`src/rtl/cpu_run_ctrl.sv`:
```
// cpu_run_ctrl: loads a program into the accumulator core's instruction memory,
// then clears the core and runs it, either free-running or single-stepped.
//
// Ports:
//   clk, reset            clock (rising edge), async active-high reset
//   start, abort          begin load+run (IDLE/DONE only); return to IDLE
//   run_len, step_mode    run length (0 = 2**CNT_W) and step select, latched on start
//   step                  one instruction per high cycle in single-step RUN
//   prog_valid/prog_data  program word stream; prog_ready is its handshake
//   imem_we/waddr/wdata   instruction memory write port
//   core_clr, core_en     core clear pulse and advance enable
//   busy, done            LOAD/CLEAR/RUN and DONE status
//   exec_count            instructions executed since CLEAR (wrapping)
module cpu_run_ctrl #(
  parameter int unsigned ADDR_W  = 2,
  parameter int unsigned INSTR_W = 2,
  parameter int unsigned CNT_W   = 4
) (
  input  logic               clk,
  input  logic               reset,
  input  logic               start,
  input  logic               abort,
  input  logic [CNT_W-1:0]   run_len,
  input  logic               step_mode,
  input  logic               step,
  input  logic               prog_valid,
  input  logic [INSTR_W-1:0] prog_data,
  output logic               prog_ready,
  output logic               imem_we,
  output logic [ADDR_W-1:0]  imem_waddr,
  output logic [INSTR_W-1:0] imem_wdata,
  output logic               core_clr,
  output logic               core_en,
  output logic               busy,
  output logic               done,
  output logic [CNT_W-1:0]   exec_count
);

  localparam int unsigned DEPTH = 2 ** ADDR_W;

  typedef enum logic [2:0] {
    S_IDLE  = 3'd0,
    S_LOAD  = 3'd1,
    S_CLEAR = 3'd2,
    S_RUN   = 3'd3,
    S_DONE  = 3'd4
  } state_t;

  state_t             state;
  logic [ADDR_W-1:0]  load_ptr;
  logic [CNT_W-1:0]   exec_cnt_q;
  logic [CNT_W-1:0]   run_len_q;
  logic               step_mode_q;

  logic               in_load;
  logic               run_fire;
  logic               last_word;
  logic               last_exec;

  // Advance request in RUN before abort gating; step is only honoured in step mode.
  assign in_load   = (state == S_LOAD);
  assign run_fire  = (state == S_RUN) && (step_mode_q ? step : 1'b1);
  assign last_word = (load_ptr == ADDR_W'(DEPTH - 1));
  // run_len_q = 0 wraps to all-ones, i.e. a target of 2**CNT_W executions.
  assign last_exec = (exec_cnt_q == CNT_W'(run_len_q - CNT_W'(1)));

  // Sequencer state, load pointer, execute counter and start-time latches.
  always_ff @(posedge clk or posedge reset) begin
    if (reset) begin
      state       <= S_IDLE;
      load_ptr    <= '0;
      exec_cnt_q  <= '0;
      run_len_q   <= '0;
      step_mode_q <= 1'b0;
    end else if (abort) begin
      state      <= S_IDLE;
      load_ptr   <= '0;
      exec_cnt_q <= '0;
    end else begin
      case (state)
        S_IDLE, S_DONE: begin
          if (start) begin
            state       <= S_LOAD;
            run_len_q   <= run_len;
            step_mode_q <= step_mode;
            load_ptr    <= '0;
          end
        end
        S_LOAD: begin
          if (prog_valid) begin
            load_ptr <= ADDR_W'(load_ptr + ADDR_W'(1));
            if (last_word) state <= S_CLEAR;
          end
        end
        S_CLEAR: begin
          exec_cnt_q <= '0;
          state      <= S_RUN;
        end
        S_RUN: begin
          if (run_fire) begin
            exec_cnt_q <= CNT_W'(exec_cnt_q + CNT_W'(1));
            if (last_exec) state <= S_DONE;
          end
        end
        default: state <= S_IDLE;
      endcase
    end
  end

  // Handshake and core enable are killed by abort in the same cycle.
  assign prog_ready = in_load && !abort;
  assign imem_we    = in_load && prog_valid && !abort;
  assign imem_waddr = load_ptr;
  assign imem_wdata = in_load ? prog_data : '0;
  assign core_en    = run_fire && !abort;

  // Status decoded from the state register.
  assign core_clr   = (state == S_CLEAR);
  assign busy       = (state == S_LOAD) || (state == S_CLEAR) || (state == S_RUN);
  assign done       = (state == S_DONE);
  assign exec_count = exec_cnt_q;

endmodule

```
`config.mk`:
```
export PLATFORM = sky130hd
export DESIGN_NAME = cpu_run_ctrl
export DESIGN_NICKNAME = d
export VERILOG_FILES = /design/src/rtl/cpu_run_ctrl.sv
export SDC_FILE = /design/constraint.sdc
export NUM_CORES = 1
export LEC_CHECK = 0
export BUFFER_PORTS_ARGS = -buffer_cell sky130_fd_sc_hd__buf_2
export CAP_MARGIN = 25
export CORE_MARGIN = 3
export CORE_UTILIZATION = 35
export CTS_BUF_LIST = sky130_fd_sc_hd__clkbuf_2 sky130_fd_sc_hd__clkbuf_4 sky130_fd_sc_hd__clkbuf_8
export CTS_CLUSTER_DIAMETER = 40
export DETAILED_ROUTE_END_ITERATION = 8
export GPL_TIMING_DRIVEN = 0
export SLEW_MARGIN = 10
export SYNTH_ARGS = -nofsm -noshare
export SYNTH_HDL_FRONTEND = slang
export SYNTH_SLANG_ARGS = --single-unit
export TNS_END_PERCENT = 50
```
`constraint.sdc`:
```
create_clock -name clk -period 3.2 [get_ports clk]
set_input_delay 0.48 -clock clk [delete_from_list [all_inputs] [get_ports clk]]
set_output_delay 0.48 -clock clk [all_outputs]
set_load 0.02 [all_outputs]
```
# Word-level counts from Yosys, hierarchy flattened

Index checks and enable logic that the tools add are counted.

Bits in registers: 14
Bits in latches: 0
Memory bits (writable): 0
ROM bits: 0
Bits of input ports: 13
Memories kept: 0

$add $sub $neg: 3
$mul: 0
Divide/modulo/power cells: 0
$lt $le $gt $ge: 0
Eq/ne operators: 11
Shift operators: 0
Multiplexer cells: 16
Bitwise gates (word level): 1
Reduce and logical (&&, ||, !) cells: 16

Operators with widths:

| operator              | count |
|---|---|
| $mux W3               | 6 |
| $ne A3 B3 Y1 const B  | 4 |
| $pmux W3 S4           | 1 |
| $mux W2               | 4 |
| $mux W4               | 2 |
| $pmux W4 S2           | 1 |
| $eq A3 B2 Y1 const B  | 2 |
| $reduce_and A3 Y1     | 2 |
| $reduce_bool A3 Y1    | 2 |
| $logic_and A1 B1 Y1   | 5 |
| $reduce_and A5 Y1     | 1 |
| $add A4 B1 Y4 const B | 1 |
| $eq A4 B4 Y1          | 1 |
| $pmux W2 S2           | 1 |
| $sub A4 B1 Y4 const B | 1 |
| $eq A3 B1 Y1 const B  | 1 |
| $eq A3 B3 Y1 const B  | 1 |
| $logic_not A3 Y1      | 1 |
| $ne A3 B2 Y1 const B  | 1 |
| $add A2 B1 Y2 const B | 1 |
| $eq A2 B2 Y1 const B  | 1 |
| $logic_or A1 B1 Y1    | 2 |
| $reduce_and A2 Y1     | 1 |
| $reduce_or A2 Y1      | 1 |
| other kinds (3)       | 3 |

# Logic depth before layout (Yosys ltp)

Depth in word-level cells: 6
Gate-level depth with buffers: 6
Gate-level depth less buffers: 6

# Worst setup path before layout

Ideal clock, no wire load.

Path kind: register -> output
From: register state[2]
To: output port imem_we
Arrival: 1144 ps
Setup slack: 1576 ps
Stages on the path, launching flop included: 5
Cell sequence: dfrtp_1 -> buf_6 -> nor2_1 -> nand2_1 -> nor3b_2

Word-level cells in the longest chain between the ends: 3

Ends and longest elaborated chain:

| element                           | line | RTL |
|---|---|---|
| start, declared                   | 49   | `state_t state;` |
| start signal, assigned            | 70   | `state <= S_IDLE;` |
| start signal, assigned            | 76   | `state <= S_IDLE;` |
| start signal, assigned            | 83   | `state <= S_LOAD;` |
| $eq A3 B1 Y1                      | 61   | `assign in_load = (state == S_LOAD);` |
| $logic_and A1 B1 Y1 (2 in series) | 112  | `assign imem_we = in_load && prog_valid && !abort;` |
| end, declared                     | 29   | `output logic imem_we,` |

Every way passes these cells.

# Worst setup path after layout

Same ends and word-level chain as after synthesis.

==> results.cfg <==
[power_and_ir_drop]
p_per_area_nw_per_um2 = 403
seqPwrFrac = 0.472
power_frac_comb = 0.228
max-vdd-ir-drop_mv = 0.211
switching_share = 0.286
p_leak_uw = 0.000558
net-switching-power_uw = 123
power.share.clock = 0.300
p_int_uw = 306

[routing]
routed_wl_mm = 1.80
wl_met3_um = 70
dr.pass1.iters = 2
dr_wl_met2_um = 887
drt_iter0_drc = 3
drc_errors = 0
wl_met1_um = 801
wl_per_cell_um = 12.5
viasPerCell = 5.01
top_layer_used = met4
antenna_left = 0
vias = 722

[synth]
ys_seq_elements = 14
synth_area_leaders = dfrtp_1 (41%), mux2_2 (7.8%), ha_1 (4.3%)
ys_types = 32
yosysTopAreaCellShare = 0.405
yosys.area.top_type = dfrtp_1
seq_area_frac_synth = 0.405
synth_area_um2 = 865
synth_nets = 102
synth_warnings = 0
syn_area_per_cell_um2 = 10.1
syn-instance-count = 86

[cells_and_area]
diodes = 0
final_nets = 133
area_growth_pct = 23.3
stdcell_area_um2 = 1070
final_cells = 144
drive_above_1_share = 0.397
final_core_util = 0.468

[floorplanning]
die_area_um2 = 3100
io_pins = 27
fp.coreArea_um2 = 2280
num_rows = 17
initial_core_util = 0.380
die_height_um = 55.7
die_w_um = 55.7

[global_routing]
gr-usage-all-layers = 0.127
grt_pass1_wl_mm = 3.04
antenna_found_initial = 0
gr-total-overflow = 0
grt_pass1_vias = 649
grt_max_degree = 15

[status]
status = finished clean

[sta]
drv_slew = 0
tightest_slew_ns = 0.531
relSlewSlack = 0.645
finalCritPeriodShare = 0.637
rsz0062_at_grt = no
fin_crit_ns = 2.04
skew_ns = 0.00249
finalWorstSetupSlack_ns = 1.16
hold_viol = 0
max_freq_mhz = 490
tns_ns = 0
setup_violations = 0

[setup_path]
cp_max_fo = 10
r2r_start = run_len_q[0]
crit_path_end_kind = output port
worst_path_max_delay_cell = dfrtp_1
required_ns = 2.72
cpPeakStageDelay_ns = 0.38
r2r_slack_ns = 1.61
r2r_cells = 6
crit_chain = buf_6, nor2_1, nand2_1, nor3b_2, buf_2
crit_path_start_kind = flip-flop
r2r_end = state[0]
arrival_ns = 1.56
critPathKind = reg -> out

[cts]
cts.sinks = 14
cts_setup_buffers = 0
cts_resized = 0
cts_buffer_depth = 2
insertion_delay_ns = 0.28
htree_num_levels = 1
cts.hold.buffers_added = 0
root_buffer = clkbuf_4
clk_pin_slew_ns = 0.09
cts_tree = built
cts_buffers = 3

[place]
dp_cells = 140
place_hpwl_mm = 1.43
place_ws_ns = 1.40
portBuffers = 26
place.gp.congestion = 0.728
placed_cell_area_um2 = 1030

[run]
drv_cap = 0

[hold_path]
hold_class = in -> async
placed cells by master (no fill, tap or decap), types with 2 or more instances in the layout:
master / instances
buf_2: 27
dfrtp_1: 14
nor2_1: 9
mux2_2: 6
and3_1: 4
nand3_1: 4
xor2_1: 4
nor3_1: 4
nand2_1: 4
a21oi_1: 4
xnor2_1: 4
inv_1: 4
ha_1: 3
clkbuf_4: 3
nor3b_2: 2
nand3b_1: 2
flip-flops by register name (all words and copies together) (netlist names):
| register | count |
|---|---|
| exec_count | 4 |
| step_mode_q | 1 |
| run_len_q | 4 |
| state | 3 |
| imem_waddr | 2 |
cells in the mapped netlist (all sizes together):
master	instances
a21oi	4
nor2	10
nand3b	2
nand2	5
mux2i	1
nor4	1
mux2	6
xnor2	4
or3	1
xor2	4
nor2b	1
or2b	2
nand2b	1
ha	3
a22o	1
buf	3
nor3b	2
nor3	4
o21a	1
and2	1
inv	4
and3b	1
and3	4
o21ai	1
nand3	4
or4	1
dfrtp	14
metal layers:
metal,vias to the layer above,GRT usage
met4,0,0.0625
met1,352,0.163
li1,352,-
met2,13,0.203
met5,-,0
met3,5,0.0232
stage by stage:
stage / hold slack (ns) / total power (µW)
2_1_floorplan: 0.369 / 280
3_3_place_gp: 0.481 / 301
3_5_place_dp: 0.499 / 306
4_1_cts: 0.236 / 438
5_1_grt: 0.265 / 460
6_report: 0.218 / 429
power groups by stage:
stage	clock network (µW)	registers (µW)	logic, µW
floorplan	0	204	75.8
global placement	0	205	95.9
detailed placement	0	207	99.3
CTS	135	203	99.7
global route	147	206	108
finish	129	203	97.7
worst max-delay path: cells and delay by family (launching register included):
family,cells,cell delay (ns)
flip-flops,1,0.38
buffers and inverters,2,0.35
AND/OR/NAND/NOR,3,0.56
how the worst max path moves through the flow:
stage	startpoint	to	slack (ns)	cells after the start
floorplan	state[2]	imem_we	1.58	4
global placement	abort	imem_we	1.41	4
detailed placement	abort	imem_we	1.40	4
CTS	state[2]	imem_we	1.15	5
global route	state[2]	imem_we	1.02	5
finish	state[2]	imem_we	1.16	5
cells by family after synthesis:
family / count (synthesis) / share of synthesized area
flip-flops: 14 / 0.405
AO/OA/AOI/OAI: 7 / 0.0478
buffers and inverters: 7 / 0.0405
multiplexers: 7 / 0.0897
XOR/XNOR: 8 / 0.0810
adder cells (fa/ha/maj): 3 / 0.0434
AND/OR/NAND/NOR: 40 / 0.292
area by class of cell:
class	count	area [µm²]
flip-flops and latches	14	350
multi-input cells	65	479
repair buffers	26	130
plain buffers	3	20.0
inverters	4	15.0
clock buffers	4	36.3
well taps	28	35.0
fillers	227	1210
(Power assumes the default switching activity.)
